## config.mk

```make
export PLATFORM = sky130hd
export DESIGN_NAME = matmul_operand_sequencer
export DESIGN_NICKNAME = d
export VERILOG_FILES = /design/src/rtl/matmul_operand_sequencer.sv
export SDC_FILE = /design/constraint.sdc
export NUM_CORES = 1
export LEC_CHECK = 0
export CAP_MARGIN = 20
export CORE_MARGIN = 5
export CORE_UTILIZATION = 44
export DETAILED_ROUTE_END_ITERATION = 6
export DONT_BUFFER_PORTS = 1
export GPL_ROUTABILITY_DRIVEN = 0
export GPL_TIMING_DRIVEN = 0
export PLACE_DENSITY_LB_ADDON = 0.1
export SYNTH_ARGS = -nofsm -noshare
export SYNTH_HDL_FRONTEND = slang
export SYNTH_SLANG_ARGS = --single-unit
```

## constraint.sdc

```tcl
create_clock -name clk -period 8.3 [get_ports clk]
set_input_delay 1.245 -clock clk [delete_from_list [all_inputs] [get_ports clk]]
set_output_delay 1.245 -clock clk [all_outputs]
set_load 0.03 [all_outputs]
```

## src/rtl/matmul_operand_sequencer.sv

```systemverilog
`default_nettype none
// ============================================================================
// Module   : matmul_operand_sequencer
// Function : Walks C[i][j] = sum_k A[i][k]*B[k][j] (i outer, k inner) and streams
//            (A,B) operand pairs with first/last markers to the MAC stage.
// Revision : 1.0 - initial release
// ============================================================================
module matmul_operand_sequencer #(
    parameter int ADDR_W = 18,
    parameter int DIM_W  = 12,
    parameter int DATA_W = 32
) (
    input  logic              clk,
    input  logic              rst_n,
    input  logic              start_i,
    input  logic [DIM_W-1:0]  dim_m_i,
    input  logic [DIM_W-1:0]  dim_k_i,
    input  logic [DIM_W-1:0]  dim_n_i,
    input  logic              a_loaded_i,
    input  logic              b_loaded_i,
    output logic              a_rd_en_o,
    output logic [ADDR_W-1:0] a_rd_addr_o,
    input  logic [DATA_W-1:0] a_rd_data_i,
    output logic              b_rd_en_o,
    output logic [ADDR_W-1:0] b_rd_addr_o,
    input  logic [DATA_W-1:0] b_rd_data_i,
    output logic              op_valid_o,
    input  logic              op_ready_i,
    output logic [DATA_W-1:0] op_a_o,
    output logic [DATA_W-1:0] op_b_o,
    output logic              op_first_o,
    output logic              op_last_o,
    output logic [DIM_W-1:0]  op_row_o,
    output logic [DIM_W-1:0]  op_col_o,
    output logic              busy_o,
    output logic              done_o
);

    typedef enum logic [1:0] {
        S_IDLE  = 2'd0,
        S_RUN   = 2'd1,
        S_DRAIN = 2'd2,
        S_DONE  = 2'd3
    } state_t;

    state_t              state_q;
    logic [DIM_W-1:0]    dim_m_q, dim_k_q, dim_n_q;
    logic [DIM_W-1:0]    cnt_i_q, cnt_j_q, cnt_k_q;
    logic [ADDR_W-1:0]   a_base_q, a_addr_q, b_addr_q;
    logic                busy_q, done_q;

    logic                infl_q, infl_first_q, infl_last_q;
    logic [DIM_W-1:0]    infl_row_q, infl_col_q;

    logic [DATA_W-1:0]   fifo_a_q     [2];
    logic [DATA_W-1:0]   fifo_b_q     [2];
    logic                fifo_first_q [2];
    logic                fifo_last_q  [2];
    logic [DIM_W-1:0]    fifo_row_q   [2];
    logic [DIM_W-1:0]    fifo_col_q   [2];
    logic                wr_ptr_q, rd_ptr_q;
    logic [1:0]          count_q;

    logic w_pop, w_credit, w_issue, w_start_ok, w_zero_dim;
    logic w_k_last, w_j_last, w_i_last, w_drained;

    assign w_pop      = op_valid_o && op_ready_i;
    // Slots already committed (stored + returning) minus the one leaving this cycle.
    assign w_credit   = ({1'b0, count_q} + {2'b00, infl_q}) < (3'd2 + {2'b00, w_pop});
    assign w_issue    = (state_q == S_RUN) && w_credit;
    assign w_start_ok = start_i && a_loaded_i && b_loaded_i;
    assign w_zero_dim = (dim_m_i == '0) || (dim_k_i == '0) || (dim_n_i == '0);
    assign w_k_last   = (cnt_k_q == dim_k_q - DIM_W'(1));
    assign w_j_last   = (cnt_j_q == dim_n_q - DIM_W'(1));
    assign w_i_last   = (cnt_i_q == dim_m_q - DIM_W'(1));
    assign w_drained  = !infl_q && ((count_q == 2'd0) || ((count_q == 2'd1) && w_pop));

    assign a_rd_en_o   = w_issue;
    assign b_rd_en_o   = w_issue;
    assign a_rd_addr_o = a_addr_q;
    assign b_rd_addr_o = b_addr_q;

    assign op_valid_o = (count_q != 2'd0);
    assign op_a_o     = fifo_a_q[rd_ptr_q];
    assign op_b_o     = fifo_b_q[rd_ptr_q];
    assign op_first_o = fifo_first_q[rd_ptr_q];
    assign op_last_o  = fifo_last_q[rd_ptr_q];
    assign op_row_o   = fifo_row_q[rd_ptr_q];
    assign op_col_o   = fifo_col_q[rd_ptr_q];
    assign busy_o     = busy_q;
    assign done_o     = done_q;

    always_ff @(posedge clk or negedge rst_n) begin
        if (!rst_n) begin
            state_q  <= S_IDLE;
            dim_m_q  <= '0;
            dim_k_q  <= '0;
            dim_n_q  <= '0;
            cnt_i_q  <= '0;
            cnt_j_q  <= '0;
            cnt_k_q  <= '0;
            a_base_q <= '0;
            a_addr_q <= '0;
            b_addr_q <= '0;
            busy_q   <= 1'b0;
            done_q   <= 1'b0;
        end else begin
            done_q <= 1'b0;
            case (state_q)
                S_IDLE: begin
                    if (w_start_ok) begin
                        dim_m_q  <= dim_m_i;
                        dim_k_q  <= dim_k_i;
                        dim_n_q  <= dim_n_i;
                        cnt_i_q  <= '0;
                        cnt_j_q  <= '0;
                        cnt_k_q  <= '0;
                        a_base_q <= '0;
                        a_addr_q <= '0;
                        b_addr_q <= '0;
                        if (w_zero_dim) begin
                            state_q <= S_DONE;
                            done_q  <= 1'b1;
                        end else begin
                            state_q <= S_RUN;
                            busy_q  <= 1'b1;
                        end
                    end
                end
                S_RUN: begin
                    if (w_issue) begin
                        // Incremental address walk: k steps add 1 / N, j and i steps rewind.
                        if (!w_k_last) begin
                            cnt_k_q  <= cnt_k_q + DIM_W'(1);
                            a_addr_q <= a_addr_q + ADDR_W'(1);
                            b_addr_q <= b_addr_q + ADDR_W'(dim_n_q);
                        end else if (!w_j_last) begin
                            cnt_k_q  <= '0;
                            cnt_j_q  <= cnt_j_q + DIM_W'(1);
                            a_addr_q <= a_base_q;
                            b_addr_q <= ADDR_W'(cnt_j_q) + ADDR_W'(1);
                        end else if (!w_i_last) begin
                            cnt_k_q  <= '0;
                            cnt_j_q  <= '0;
                            cnt_i_q  <= cnt_i_q + DIM_W'(1);
                            a_base_q <= a_base_q + ADDR_W'(dim_k_q);
                            a_addr_q <= a_base_q + ADDR_W'(dim_k_q);
                            b_addr_q <= '0;
                        end else begin
                            state_q <= S_DRAIN;
                        end
                    end
                end
                S_DRAIN: begin
                    if (w_drained) begin
                        state_q <= S_DONE;
                        done_q  <= 1'b1;
                        busy_q  <= 1'b0;
                    end
                end
                default: begin
                    state_q <= S_IDLE;
                    busy_q  <= 1'b0;
                end
            endcase
        end
    end

    always_ff @(posedge clk or negedge rst_n) begin
        if (!rst_n) begin
            infl_q       <= 1'b0;
            infl_first_q <= 1'b0;
            infl_last_q  <= 1'b0;
            infl_row_q   <= '0;
            infl_col_q   <= '0;
            wr_ptr_q     <= 1'b0;
            rd_ptr_q     <= 1'b0;
            count_q      <= 2'd0;
            for (int e = 0; e < 2; e++) begin
                fifo_a_q[e]     <= '0;
                fifo_b_q[e]     <= '0;
                fifo_first_q[e] <= 1'b0;
                fifo_last_q[e]  <= 1'b0;
                fifo_row_q[e]   <= '0;
                fifo_col_q[e]   <= '0;
            end
        end else begin
            infl_q <= w_issue;
            if (w_issue) begin
                infl_first_q <= (cnt_k_q == '0);
                infl_last_q  <= w_k_last;
                infl_row_q   <= cnt_i_q;
                infl_col_q   <= cnt_j_q;
            end
            if (infl_q) begin
                fifo_a_q[wr_ptr_q]     <= a_rd_data_i;
                fifo_b_q[wr_ptr_q]     <= b_rd_data_i;
                fifo_first_q[wr_ptr_q] <= infl_first_q;
                fifo_last_q[wr_ptr_q]  <= infl_last_q;
                fifo_row_q[wr_ptr_q]   <= infl_row_q;
                fifo_col_q[wr_ptr_q]   <= infl_col_q;
                wr_ptr_q               <= ~wr_ptr_q;
            end
            if (w_pop) begin
                rd_ptr_q <= ~rd_ptr_q;
            end
            case ({infl_q, w_pop})
                2'b10:   count_q <= count_q + 2'd1;
                2'b01:   count_q <= count_q - 2'd1;
                default: count_q <= count_q;
            endcase
        end
    end

endmodule
`default_nettype wire
```

==> PnR_summary.wiki, run 1 <==
{| class="wikitable"
! Metric !! Value
|-
| Run status || completed
|-
| Number of buffers inserted to repair setup after CTS || 0
|-
| Total Negative Setup Slacks || 0 ns
|-
| Overall die width || 212 µm
|-
| Input/output buffers || 0
|-
| Dominant delay contributor by cell family on the critical path || buffers and inverters
|-
| Reg2reg setup slack || 3.78 ns
|-
| Time the worst path needs with I/O delays and setup || 4.59 ns
|-
| Avg Cell Area, Syn || 10.4 µm²
|-
| Number of warnings reported in the yosys synthesis log || 0
|-
| Top-count cell post-synth || dfrtp_1
|-
| Seq/Total Area, Yosys || 47.6%
|-
| Switching Fraction || 42.0%
|-
| Area fraction of the dominant cell type after synthesis || 47.6%
|-
| TritonCTS clock tree || built
|-
| Most used routing layer in global routing || met2
|-
| Global-route usage over all layers || 21.9%
|-
| GRT met1 Usage || 28.8%
|-
| Pin count of the biggest net entering global routing || 342
|-
| Number of global-route vias before repair || 13,300
|-
| Final standard cell utilization of the core || 49.5%
|-
| Met2 demand-to-capacity share in global routing || 35.0%
|-
| Endpoint class of the critical path || output port
|-
| Final-report hold violation count || 0
|-
| Post-cts repair resize count || 0
|-
| Critical R2R Capture || a_base_q[9]$_DFFE_PN0P_
|-
| MaxCap Viol Count || 0
|-
| Class of the tightest hold or removal check || in -> async
|-
| Biggest area contributors in the synthesized netlist || dfrtp_1 48%, mux2_2 17%, nand2_1 4.6%
|-
| Peak clock frequency supported by timing || 0.218 GHz
|-
| Combinational fraction of design power || 41.8%
|-
| Cell type contributing the most total cell area after synthesis || dfrtp_1
|-
| Worst Clk Skew || 0.0146 ns
|-
| Number of H-tree branching levels || 2
|-
| 1st-iter DRT viols || 942
|-
| CTS sink count || 341
|-
| Main synth FF type || dfrtp_1
|-
| Relative slew slack || 30.4%
|-
| Internal power contribution || 4.62 mW
|-
| Mapped cell area || 17,900 µm²
|-
| Nets || 1,925
|-
| Largest stage delay, worst path || 0.65 ns
|-
| Clock network fraction of total power || 23.7%
|-
| Die Ht || 212 µm
|-
| Total overflow reported by the global router || 0
|-
| Net count after synthesis || 1,880
|-
| Flops & latches, synth || 341
|-
| Share of flip-flops with an asynchronous set or reset || 100%
|-
| Crit. path cell count || 7
|-
| Worst r2r path cells || 12
|-
| Source of the worst register-to-register timing path || dim_n_q[1]$_DFFE_PN0P_
|-
| Final cycle utilization of the critical path || 55.3%
|-
| Area of the core region || 40,600 µm²
|-
| RSZ-0062 raised after global routing || false
|-
| Total CTS buffers || 40
|-
| Worst endpoint required time || 7.05 ns
|-
| Critical-path top delay cell || clkbuf_1
|-
| Number of failing setup endpoints in the final timing report || 0
|-
| Arrival time at the worst endpoint || 3.34 ns
|-
| Antenna cell count || 0
|-
| Final WL || 50,000 µm
|-
| Beginning of the critical path || state_q[1]$_DFFE_PN0P_
|-
| Fraction of layout cells with a size suffix above 1 || 20.2%
|-
| Starting Density || 44.2%
|-
| Power dissipated by switching net loads || 3.35 mW
|-
| Total leakage power || 8.72 nW
|-
| DR pass1 iterations || 5
|-
| Synthesized netlist cell count || 1,731
|-
| Post-detailed-route count of antenna-violating nets || 0
|-
| Post-DP HPWL || 36,400 µm
|-
| Number of enable-type register cells in the synthesized netlist || 0
|-
| Maximum VDD drop || 145 µV
|-
| Core Rows || 74
|-
| Drt via density || 5.62
|-
| DRC viols || 0
|-
| CTS root buf || clkbuf_16
|-
| Most numerous cell types in the synthesized netlist || 341 x dfrtp_1, 270 x mux2_2, 219 x nand2_1
|-
| Hold buffer count at cts || 0
|-
| I/O pin count || 237
|-
| Routing usage on met3 || 5.56%
|-
| Clock latency of the later-clocked register in the worst-skew pair || 0.57 ns
|-
| Number of antenna violations at the first check in global routing || 1
|-
| Type of origin of the critical path || register
|-
| Clock Pin Slew Worst Setup and Hold Paths || 0.06 ns
|-
| Total die area || 44,900 µm²
|-
| Synth unique cells || 73
|-
| Buffer levels on the longest clock path || 3
|-
| Crit-path cells || inv_1 -> ha_1 -> clkbuf_1 -> nand2_1 -> inv_1 -> clkbuf_1 -> buf_4
|-
| Via Count || 13,200
|-
| Layout overhead on the synthesized area || 11.9%
|-
| Power per Cell Area || 397 nW/µm²
|-
| Wire length of the first global-routing pass || 77,300 µm
|-
| PnR Total Power || 7.96 mW
|-
| Setup crit end || b_rd_en_o
|-
| Worst slew pin tran || 1.04 ns
|-
| Critical path peak fanout || 12
|-
| Type of the worst setup path || reg -> out
|-
| Final-report max-slew violation count || 0
|-
| Crit path buffers/inverters || 5
|-
| Share of total power in sequential cells || 34.5%
|-
| Routed wire length per instance || 21.3 µm
|}
[cell type report]
| cell class | count | area (µm²) |
|---|---|---|
| plain buffers | 94 | 370 |
| clock inverters | 23 | 304 |
| repair buffers | 3 | 31.3 |
| clock buffers | 51 | 1120 |
| multi-input cells | 1231 | 8790 |
| fillers | 3759 | 20500 |
| inverters | 65 | 244 |
| flip-flops and latches | 341 | 8530 |
| well taps | 532 | 666 |
[power groups by stage]
stage | clock [mW] | sequential [mW] | combinational (mW)
final | 1.89 | 2.74 | 3.33
after global placement | 0 | 2.74 | 3.30
after detailed placement | 0 | 2.78 | 3.35
after CTS | 1.93 | 2.75 | 3.36
after global routing | 2.00 | 2.82 | 3.60
after floorplan | 0 | 2.62 | 2.69
[state kept, by name, summed over array words and instances (netlist names), 12 cells and up]
register / count
dim_m_q: 12
cnt_k_q: 12
cnt_j_q: 12
infl_row_q: 12
dim_n_q: 12
a_base_q: 18
fifo_b_q: 64
fifo_col_q: 24
cnt_i_q: 12
dim_k_q: 12
infl_col_q: 12
a_rd_addr_o: 18
fifo_row_q: 24
fifo_a_q: 64
b_rd_addr_o: 18
[worst min path at each step]
stage / start / end / slack [ns] / cells past startpoint
after CTS: rst_n / fifo_a_q[44]$_DFFE_PN0P_ / 0.35 / 0
after floorplan: fifo_first_q[0]$_DFFE_PN0P_ / fifo_first_q[0]$_DFFE_PN0P_ / 0.44 / 2
after global routing: rst_n / fifo_a_q[44]$_DFFE_PN0P_ / 0.35 / 0
after detailed placement: fifo_first_q[0]$_DFFE_PN0P_ / fifo_first_q[0]$_DFFE_PN0P_ / 0.47 / 2
after global placement: fifo_first_q[0]$_DFFE_PN0P_ / fifo_first_q[0]$_DFFE_PN0P_ / 0.46 / 2
final: rst_n / fifo_a_q[42]$_DFFE_PN0P_ / 0.38 / 0
[metal layers]
layer,part of all wire (%),vias up
li1,-,6227
met1,43,6472
met2,46,367
met3,7.2,92
met4,3.4,0
met5,0,-
[cells by family (layout without fill, tap and decap cells)]
logic type / count (synthesis) / after routing / share of synthesized area, %
AOI/OAI and AO/OA: 271 / 271 / 9.37
adders and majority gates: 43 / 43 / 3.08
DFF: 341 / 341 / 47.6
muxes: 284 / 284 / 17.7
xor gates and xnor gates: 90 / 90 / 4.40
buffers and inverters: 159 / 236 / 3.43
and+or+nand+nor: 543 / 543 / 14.4
[stage by stage]
stage | setup slack, ns | hold WS (ns) | cells | cell area [µm²]
2_1_floorplan | 4.20 | 0.444 | 1731 | 17900
3_3_place_gp | 3.67 | 0.459 | 2263 | 18600
3_5_place_dp | 3.75 | 0.473 | 2264 | 18600
4_1_cts | 3.63 | 0.354 | 2338 | 20000
5_1_grt | 3.38 | 0.355 | 2340 | 20100
6_report | 3.71 | 0.383 | 2340 | 20100
[cell usage in the layout, fill, tap and decap left out, drive strengths merged, types with 5 or more instances in the layout]
cell type | Yosys | routed
xnor2 | 65 | 65
nor2 | 90 | 90
or3 | 14 | 14
nor2b | 9 | 9
ha | 41 | 41
buf | 13 | 15
o21bai | 5 | 5
nor3 | 46 | 46
bufinv | 0 | 6
mux2 | 270 | 270
nand4 | 16 | 16
a31oi | 11 | 11
mux2i | 14 | 14
o22ai | 10 | 10
or4 | 9 | 9
nor3b | 6 | 6
nand2 | 219 | 219
nand2b | 5 | 5
or2 | 6 | 6
inv | 65 | 67
nand3b | 6 | 6
a21oi | 46 | 46
o211ai | 12 | 12
xor2 | 25 | 25
and3 | 25 | 25
o21ai | 112 | 112
clkbuf | 81 | 132
o31ai | 15 | 15
nor4b | 5 | 5
dfrtp | 341 | 341
a22o | 5 | 5
nor4 | 22 | 22
o21a | 9 | 9
nand3 | 57 | 57
clkinv | 0 | 13
No activity file was read; power rests on OpenSTA's default activity.
==> run 2, diff against run 1 <==
- clock period: 8.3 -> 4.3 ns (I/O delays scaled with it)
==> run 2 against run 1 <==
Effect of this change: the run now ends with negative hold slack left; non-clock buffer count rose by 2; hold slack got worse by 0.60 ns; combinational power rose by 94%; flip-flop and latch count did not move; design area rose by 0.36%; first-iteration DRC count fell by 5.1%; largest power group unchanged.
==> PnR_summary.wiki, run 2 (synthesis gave the netlist of run 1 again) <==
{| class="wikitable"
! Metric !! Value
|-
| Total Negative Setup Slacks || 0 ns (unchanged)
|-
| Final-report max-slew violation count || 0 (unchanged)
|-
| Fraction of layout cells with a size suffix above 1 || 21.1% (+0.86 points)
|-
| TritonCTS clock tree || built
|-
| Clock network fraction of total power || 23.7% (about the same)
|-
| Combinational fraction of design power || 41.9% (about the same)
|-
| Input/output buffers || 0 (unchanged)
|-
| Via Count || 13,200 (+0.053%)
|-
| DR pass1 iterations || 6 (+1)
|-
| Type of the worst setup path || reg -> reg
|-
| Relative slew slack || 29.9% (-0.43 points)
|-
| Routing usage on met3 || 5.56% (unchanged)
|-
| Wire length of the first global-routing pass || 77,300 µm (unchanged)
|-
| Post-DP HPWL || 36,400 µm (unchanged)
|-
| Fillers || 3,751 (-0.21%)
|-
| Worst slew pin tran || 1.05 ns (+0.00643 ns)
|-
| Type of origin of the critical path || register
|-
| Number of antenna violations at the first check in global routing || 1 (unchanged)
|-
| DRC viols || 0 (unchanged)
|-
| FF+latch area || 8530 µm² (unchanged)
|-
| Number of H-tree branching levels || 2 (unchanged)
|-
| Met2 demand-to-capacity share in global routing || 35.0% (unchanged)
|-
| Starting Density || 44.2% (unchanged)
|-
| Power per Cell Area || 765 nW/µm² (+93%)
|-
| Drt via density || 5.62 (about the same)
|-
| Arrival time at the worst endpoint || 4.53 ns (+1.19 ns)
|-
| Total overflow reported by the global router || 0 (unchanged)
|-
| Worst hold slack after final layout || -0.217 ns (-0.599 ns)
|-
| Area of the core region || 40,600 µm² (unchanged)
|-
| Total CTS buffers || 40 (unchanged)
|-
| Layout overhead on the synthesized area || 12.3%
|-
| Endpoint class of the critical path || register
|-
| Switching Fraction || 42.0% (about the same)
|-
| Final WL || 49,900 µm (about the same)
|-
| GRT met1 Usage || 28.8% (unchanged)
|-
| Pin count of the biggest net entering global routing || 342 (unchanged)
|-
| Number of global-route vias before repair || 13,300 (unchanged)
|-
| Time the worst path needs with I/O delays and setup || 4.05 ns
|-
| Worst Setup Slack, final || 0.252 ns (-3.46 ns)
|-
| Commonest cells after routing, fill and taps aside || 341 x dfrtp_1, 270 x mux2_2, 219 x nand2_1, 110 x o21ai_0, 90 x nor2_1
|-
| Total leakage power || 8.77 nW (+0.53%)
|-
| CTS sink count || 341 (unchanged)
|-
| Violated checks || negative hold slack
|-
| Final-report hold violation count || 341 (+341)
|-
| 1st-iter DRT viols || 894 (-5.1%)
|-
| Share of total power in sequential cells || 34.4% (about the same)
|-
| Routed wire length per instance || 21.3 µm (-0.11%)
|-
| Most common cell after layout, fill and taps aside || dfrtp_1
|-
| Final cycle utilization of the critical path || 94.1%
|-
| Power dissipated by switching net loads || 6.46 mW (+93%)
|-
| Core Rows || 74 (unchanged)
|-
| Internal power contribution || 8.93 mW (+94%)
|-
| Overall die width || 212 µm (unchanged)
|-
| Clock latency of the later-clocked register in the worst-skew pair || 0.57 ns (about the same)
|-
| Worst slack at placement || -0.176 ns (-3.92 ns)
|-
| Nets || 1,927 (+0.10%)
|-
| Class of the tightest hold or removal check || in -> async
|-
| Worst Clk Skew || 0.0131 ns (-0.00150 ns)
|-
| Antenna cell count || 0 (unchanged)
|-
| Buffer levels on the longest clock path || 3 (unchanged)
|-
| Run status || complete, but fails checks
|-
| Global-route usage over all layers || 21.9% (unchanged)
|-
| Area of placed instances || 18,600 µm² (unchanged)
|-
| Total die area || 44,900 µm² (unchanged)
|-
| Worst endpoint required time || 4.78 ns (-2.27 ns)
|-
| Post-detailed-route count of antenna-violating nets || 0 (unchanged)
|-
| Peak clock frequency supported by timing || 0.247 GHz
|-
| Clock Pin Slew Worst Setup and Hold Paths || 0.06 ns (about the same)
|-
| Post-Layout Inst Area || 20,100 µm² (+0.36%)
|-
| Most used routing layer in global routing || met2
|-
| CTS root buf || clkbuf_16
|-
| I/O pin count || 237 (unchanged)
|-
| Maximum VDD drop || 279 µV (+93%)
|-
| Critical path peak fanout || 10 (-2)
|-
| Area used by multi-input combinational logic || 8830 µm² (+0.48%)
|-
| RSZ-0062 raised after global routing || false
|-
| MaxCap Viol Count || 0 (unchanged)
|-
| Die Ht || 212 µm (unchanged)
|-
| Number of failing setup endpoints in the final timing report || 0 (unchanged)
|-
| Registers with the highest flip-flop counts || fifo_a_q (64), fifo_b_q (64)
|}
run 2: cell count changes in the layout (fill, tap and decap cells not counted), moves of 3 or more:
cell,change
clkbuf_1,-8
buf_4,+3
nor4_1,-3
nor4_2,+3
clkbuf_2,+7
run 2: critical path: stages (launching register included):
cell and delay, ns:
dfrtp_1 0.45, inv_1 0.12, ha_1 0.21, nand2b_1 0.14, o31a_1 0.27, or2_0 0.22, o311a_1 0.38, or4_4 0.63
clkbuf_1 0.28, a211o_1 0.35, o21ai_2 0.26, buf_2 0.39, nand3_1 0.10, o21ai_0 0.15
run 2: worst paths after layout:
kind                                             start                          end  slack [ns]  cells past startpoint
min reg2reg                fifo_first_q[0]$_DFFE_PN0P_  fifo_first_q[0]$_DFFE_PN0P_        0.48                      2
max in group asynchronous                        rst_n       dim_k_q[5]$_DFFE_PN0P_        3.96                      0
min                                              rst_n     fifo_a_q[42]$_DFFE_PN0P_       -0.22                      0
max                             dim_k_q[0]$_DFFE_PN0P_      cnt_j_q[10]$_DFFE_PN0P_        0.25                     13
max reg2reg                     dim_k_q[0]$_DFFE_PN0P_      cnt_j_q[10]$_DFFE_PN0P_        0.25                     13
min in group clk                            dim_k_i[3]       dim_k_q[3]$_DFFE_PN0P_        0.19                      2
run 2: repair_timing:
item,CTS,global route
buffers inserted,0,3
setup endpoints to repair,45,85
endpoints found under the hold margin,341,341
gates resized for setup,3,18
run 2: metal layers:
metal  share of wire, %  wire [µm]
met2                 46      23000
met3                6.9       3460
met1                 44      21700
met4                3.5       1720
met5                  0          0
run 2: stage by stage:
step	total power [mW]	hold slack, ns	utilization, %	std cells
after CTS	15.5	-0.246	49.4	2338
after detailed placement	11.8	0.358	45.9	2264
after floorplan	10.3	0.349	-	1731
after global routing	16.3	-0.245	49.6	2342
final	15.4	-0.217	49.6	2342
after global placement	11.7	0.359	45.9	2263
run 2: layout make-up:
cell class,instances,area share (%)
Sequential cell,341,42.4
Clock buffer,51,5.57
Clock inverter,23,1.51
Buffer,93,1.88
Tap cell,532,3.31
Inverter,65,1.21
Multi-Input combinational cell,1231,43.9
Timing Repair Buffer,6,0.267
run 2: power groups by stage:
stage / Sequential (mW) / Combinational, mW / Clock [mW]
global placement: 5.30 / 6.38 / 0
CTS: 5.31 / 6.49 / 3.73
floorplan: 5.05 / 5.20 / 0
detailed placement: 5.36 / 6.46 / 0
global route: 5.44 / 6.98 / 3.86
finish: 5.30 / 6.45 / 3.65
==> run 3, diff against run 2 <==
- CORE_MARGIN: 5 -> default
- GPL_TIMING_DRIVEN: 0 -> 1
==> run 3 against run 2 <==
Effect of this change: the flow still finishes with violations (negative hold slack); power fell by 3.0%; largest cell class unchanged; highest routed layer unchanged; non-clock buffer count down 67; clock skew up 0.016 ns; first-iteration DRC count decreased by 22%; hold slack better by 0.00089 ns; routed wire length is 6.6% lower.
==> PnR_summary.wiki, run 3 (synthesis gave the netlist of run 1 again) <==
{| class="wikitable"
! Metric !! Value
|-
| 1st-iter DRT viols || 694 (-22%)
|-
| MaxCap Viol Count || 0 (unchanged)
|-
| Area of the core region || 40,000 µm² (-1.4%)
|-
| Drt via density || 5.67 (+0.88%)
|-
| Post-cts repair resize count || 0 (-3)
|-
| CTS sink count || 341 (unchanged)
|-
| Clock latency of the later-clocked register in the worst-skew pair || 0.57 ns (about the same)
|-
| Class of the tightest hold or removal check || in -> async
|-
| Final-report max-slew violation count || 0 (unchanged)
|-
| Relative slew slack || 29.3% (-0.62 points)
|-
| Number of buffers inserted to repair setup after CTS || 0 (unchanged)
|-
| Violated checks || negative hold slack
|-
| Peak clock frequency supported by timing || 0.255 GHz (+3.2%)
|-
| Endpoint class of the critical path || register
|-
| Number of antenna violations at the first check in global routing || 0 (-1)
|-
| Total Negative Setup Slacks || 0 ns (unchanged)
|-
| Number of global-route vias before repair || 13,000 (-1.8%)
|-
| Critical-path top delay cell || or4_1
|-
| Arrival time at the worst endpoint || 4.32 ns (-0.21 ns)
|-
| Final WL || 46,600 µm (-6.6%)
|-
| Final cycle utilization of the critical path || 91.2% (-2.9 points)
|-
| Fraction of layout cells with a size suffix above 1 || 22.1% (+0.99 points)
|-
| Crit-path cells || inv_1 -> ha_1 -> nor4b_1 -> a31oi_1 -> a221oi_1 -> nor3_1 -> or4_1 -> o31a_1 -> nand2_1 -> o21ai_0
|-
| Final standard cell utilization of the core || 49.5% (-0.10 points)
|-
| Registers with the highest flip-flop counts || fifo_a_q (64), fifo_b_q (64)
|-
| Most common cell after layout, fill and taps aside || dfrtp_1
|-
| Total die area || 41,600 µm² (-7.4%)
|-
| Worst endpoint required time || 4.70 ns (-0.08 ns)
|-
| Nets || 1,859 (-3.5%)
|-
| DR pass1 iterations || 5 (-1)
|-
| Number of H-tree branching levels || 2 (unchanged)
|-
| Global-route usage over all layers || 22.8% (+0.92 points)
|-
| Type of origin of the critical path || register
|-
| Die Ht || 204 µm (-3.8%)
|-
| Antenna cell count || 0 (unchanged)
|-
| Input/output buffers || 0 (unchanged)
|-
| TritonCTS clock tree || built
|-
| DRC viols || 0 (unchanged)
|-
| Buffer levels on the longest clock path || 3 (unchanged)
|-
| Worst Clk Skew || 0.0294 ns (+0.0163 ns)
|-
| CTS root buf || clkbuf_16
|-
| Critical path peak fanout || 14 (+4)
|-
| Post-DP HPWL || 32,600 µm (-11%)
|-
| Core Rows || 73 (-1.4%)
|-
| Final-report hold violation count || 341 (unchanged)
|-
| Pin count of the biggest net entering global routing || 342 (unchanged)
|-
| Overall die width || 204 µm (-3.8%)
|-
| Number of failing setup endpoints in the final timing report || 0 (unchanged)
|-
| Starting Density || 44.8% (+0.61 points)
|-
| Wire length of the first global-routing pass || 74,100 µm (-4.2%)
|-
| Worst Setup Slack, final || 0.379 ns (+0.126 ns)
|-
| Total leakage power || 8.66 nW (-1.3%)
|-
| Commonest cells after routing, fill and taps aside || 340 x dfrtp_1, 270 x mux2_2, 218 x nand2_1, 110 x o21ai_0, 88 x nor2_1
|-
| Largest stage delay, worst path || 0.75 ns (+0.12 ns)
|-
| Run status || complete, but fails checks
|-
| Total overflow reported by the global router || 0 (unchanged)
|-
| Type of the worst setup path || reg -> reg
|-
| Time the worst path needs with I/O delays and setup || 3.92 ns (-0.126 ns)
|-
| Post-detailed-route count of antenna-violating nets || 0 (unchanged)
|-
| Worst slack at placement || 0.464 ns (+0.640 ns)
|-
| Clock Pin Slew Worst Setup and Hold Paths || 0.06 ns (about the same)
|-
| Total CTS buffers || 39 (-2.5%)
|-
| Worst slew pin tran || 1.06 ns (+0.0107 ns)
|-
| Fillers || 3,706 (-1.2%)
|-
| PnR Total Power || 14.9 mW (-3.0%)
|-
| Routed wire length per instance || 20.6 µm (-3.4%)
|-
| Layout overhead on the synthesized area || 10.5%
|-
| Power per Cell Area || 754 nW/µm² (-1.5%)
|-
| I/O pin count || 237 (unchanged)
|-
| Via Count || 12,800 (-2.5%)
|-
| Maximum VDD drop || 411 µV (+47%)
|-
| Worst hold slack after final layout || -0.216 ns (+0.000892 ns)
|-
| RSZ-0062 raised after global routing || false
|}
==> run 3: critical path: cells and delay by family (launching register included) <==
family                   cells  cell delay (ns)
AO/OA/AOI/OAI                4             1.12
adder cells (fa/ha/maj)      1             0.27
buffers and inverters        1             0.14
flip-flops                   1             0.41
AND/OR/NAND/NOR              4             1.80
==> run 3: path summary, 6_finish.rpt <==
path,startpoint,to,slack (ns),cells after the start
max,dim_n_q[1]$_DFFE_PN0P_,a_rd_addr_o[12]$_DFFE_PN0P_,0.38,10
min,rst_n,fifo_a_q[10]$_DFFE_PN0P_,-0.22,0
max reg2reg,dim_n_q[1]$_DFFE_PN0P_,a_rd_addr_o[12]$_DFFE_PN0P_,0.38,10
min reg2reg,fifo_first_q[0]$_DFFE_PN0P_,fifo_first_q[0]$_DFFE_PN0P_,0.48,2
max in group asynchronous,rst_n,a_base_q[9]$_DFFE_PN0P_,3.88,0
min in group clk,dim_k_i[4],dim_k_q[4]$_DFFE_PN0P_,0.18,2
==> run 3: final cells by class <==
type / count / area, µm² / area share (%)
tap: 525 / 657 / 3.31
sequential: 341 / 8540 / 43.1
timing repair buffer: 32 / 253 / 1.28
clock buffer: 51 / 1080 / 5.45
clock inverter: 18 / 216 / 1.09
inverter: 65 / 244 / 1.23
multi-input combinational: 1231 / 8830 / 44.6
==> run 3: where the power goes <==
part / internal [mW] / total (mW) / switching (mW)
Combinational: 2.45 / 6.20 / 3.75
Clock: 1.97 / 3.35 / 1.38
Sequential: 4.25 / 5.39 / 1.13
==> run 3: per-stage QoR <==
| stage | hold WS (ns) | instance area [µm²] | cells |
|---|---|---|---|
| 2_1_floorplan | 0.349 | 17900 | 1731 |
| 3_3_place_gp | 0.357 | 18500 | 2194 |
| 3_5_place_dp | 0.358 | 18500 | 2194 |
| 4_1_cts | -0.252 | 19800 | 2263 |
| 5_1_grt | -0.251 | 19800 | 2263 |
| 6_report | -0.216 | 19800 | 2263 |
==> run 3: routing by layer <==
metal  GRT usage (%)  routed length, µm
met1            29.8              20500
met2            36.6              21600
met3            5.36               3080
met4            8.54               1470
met5               0                  0
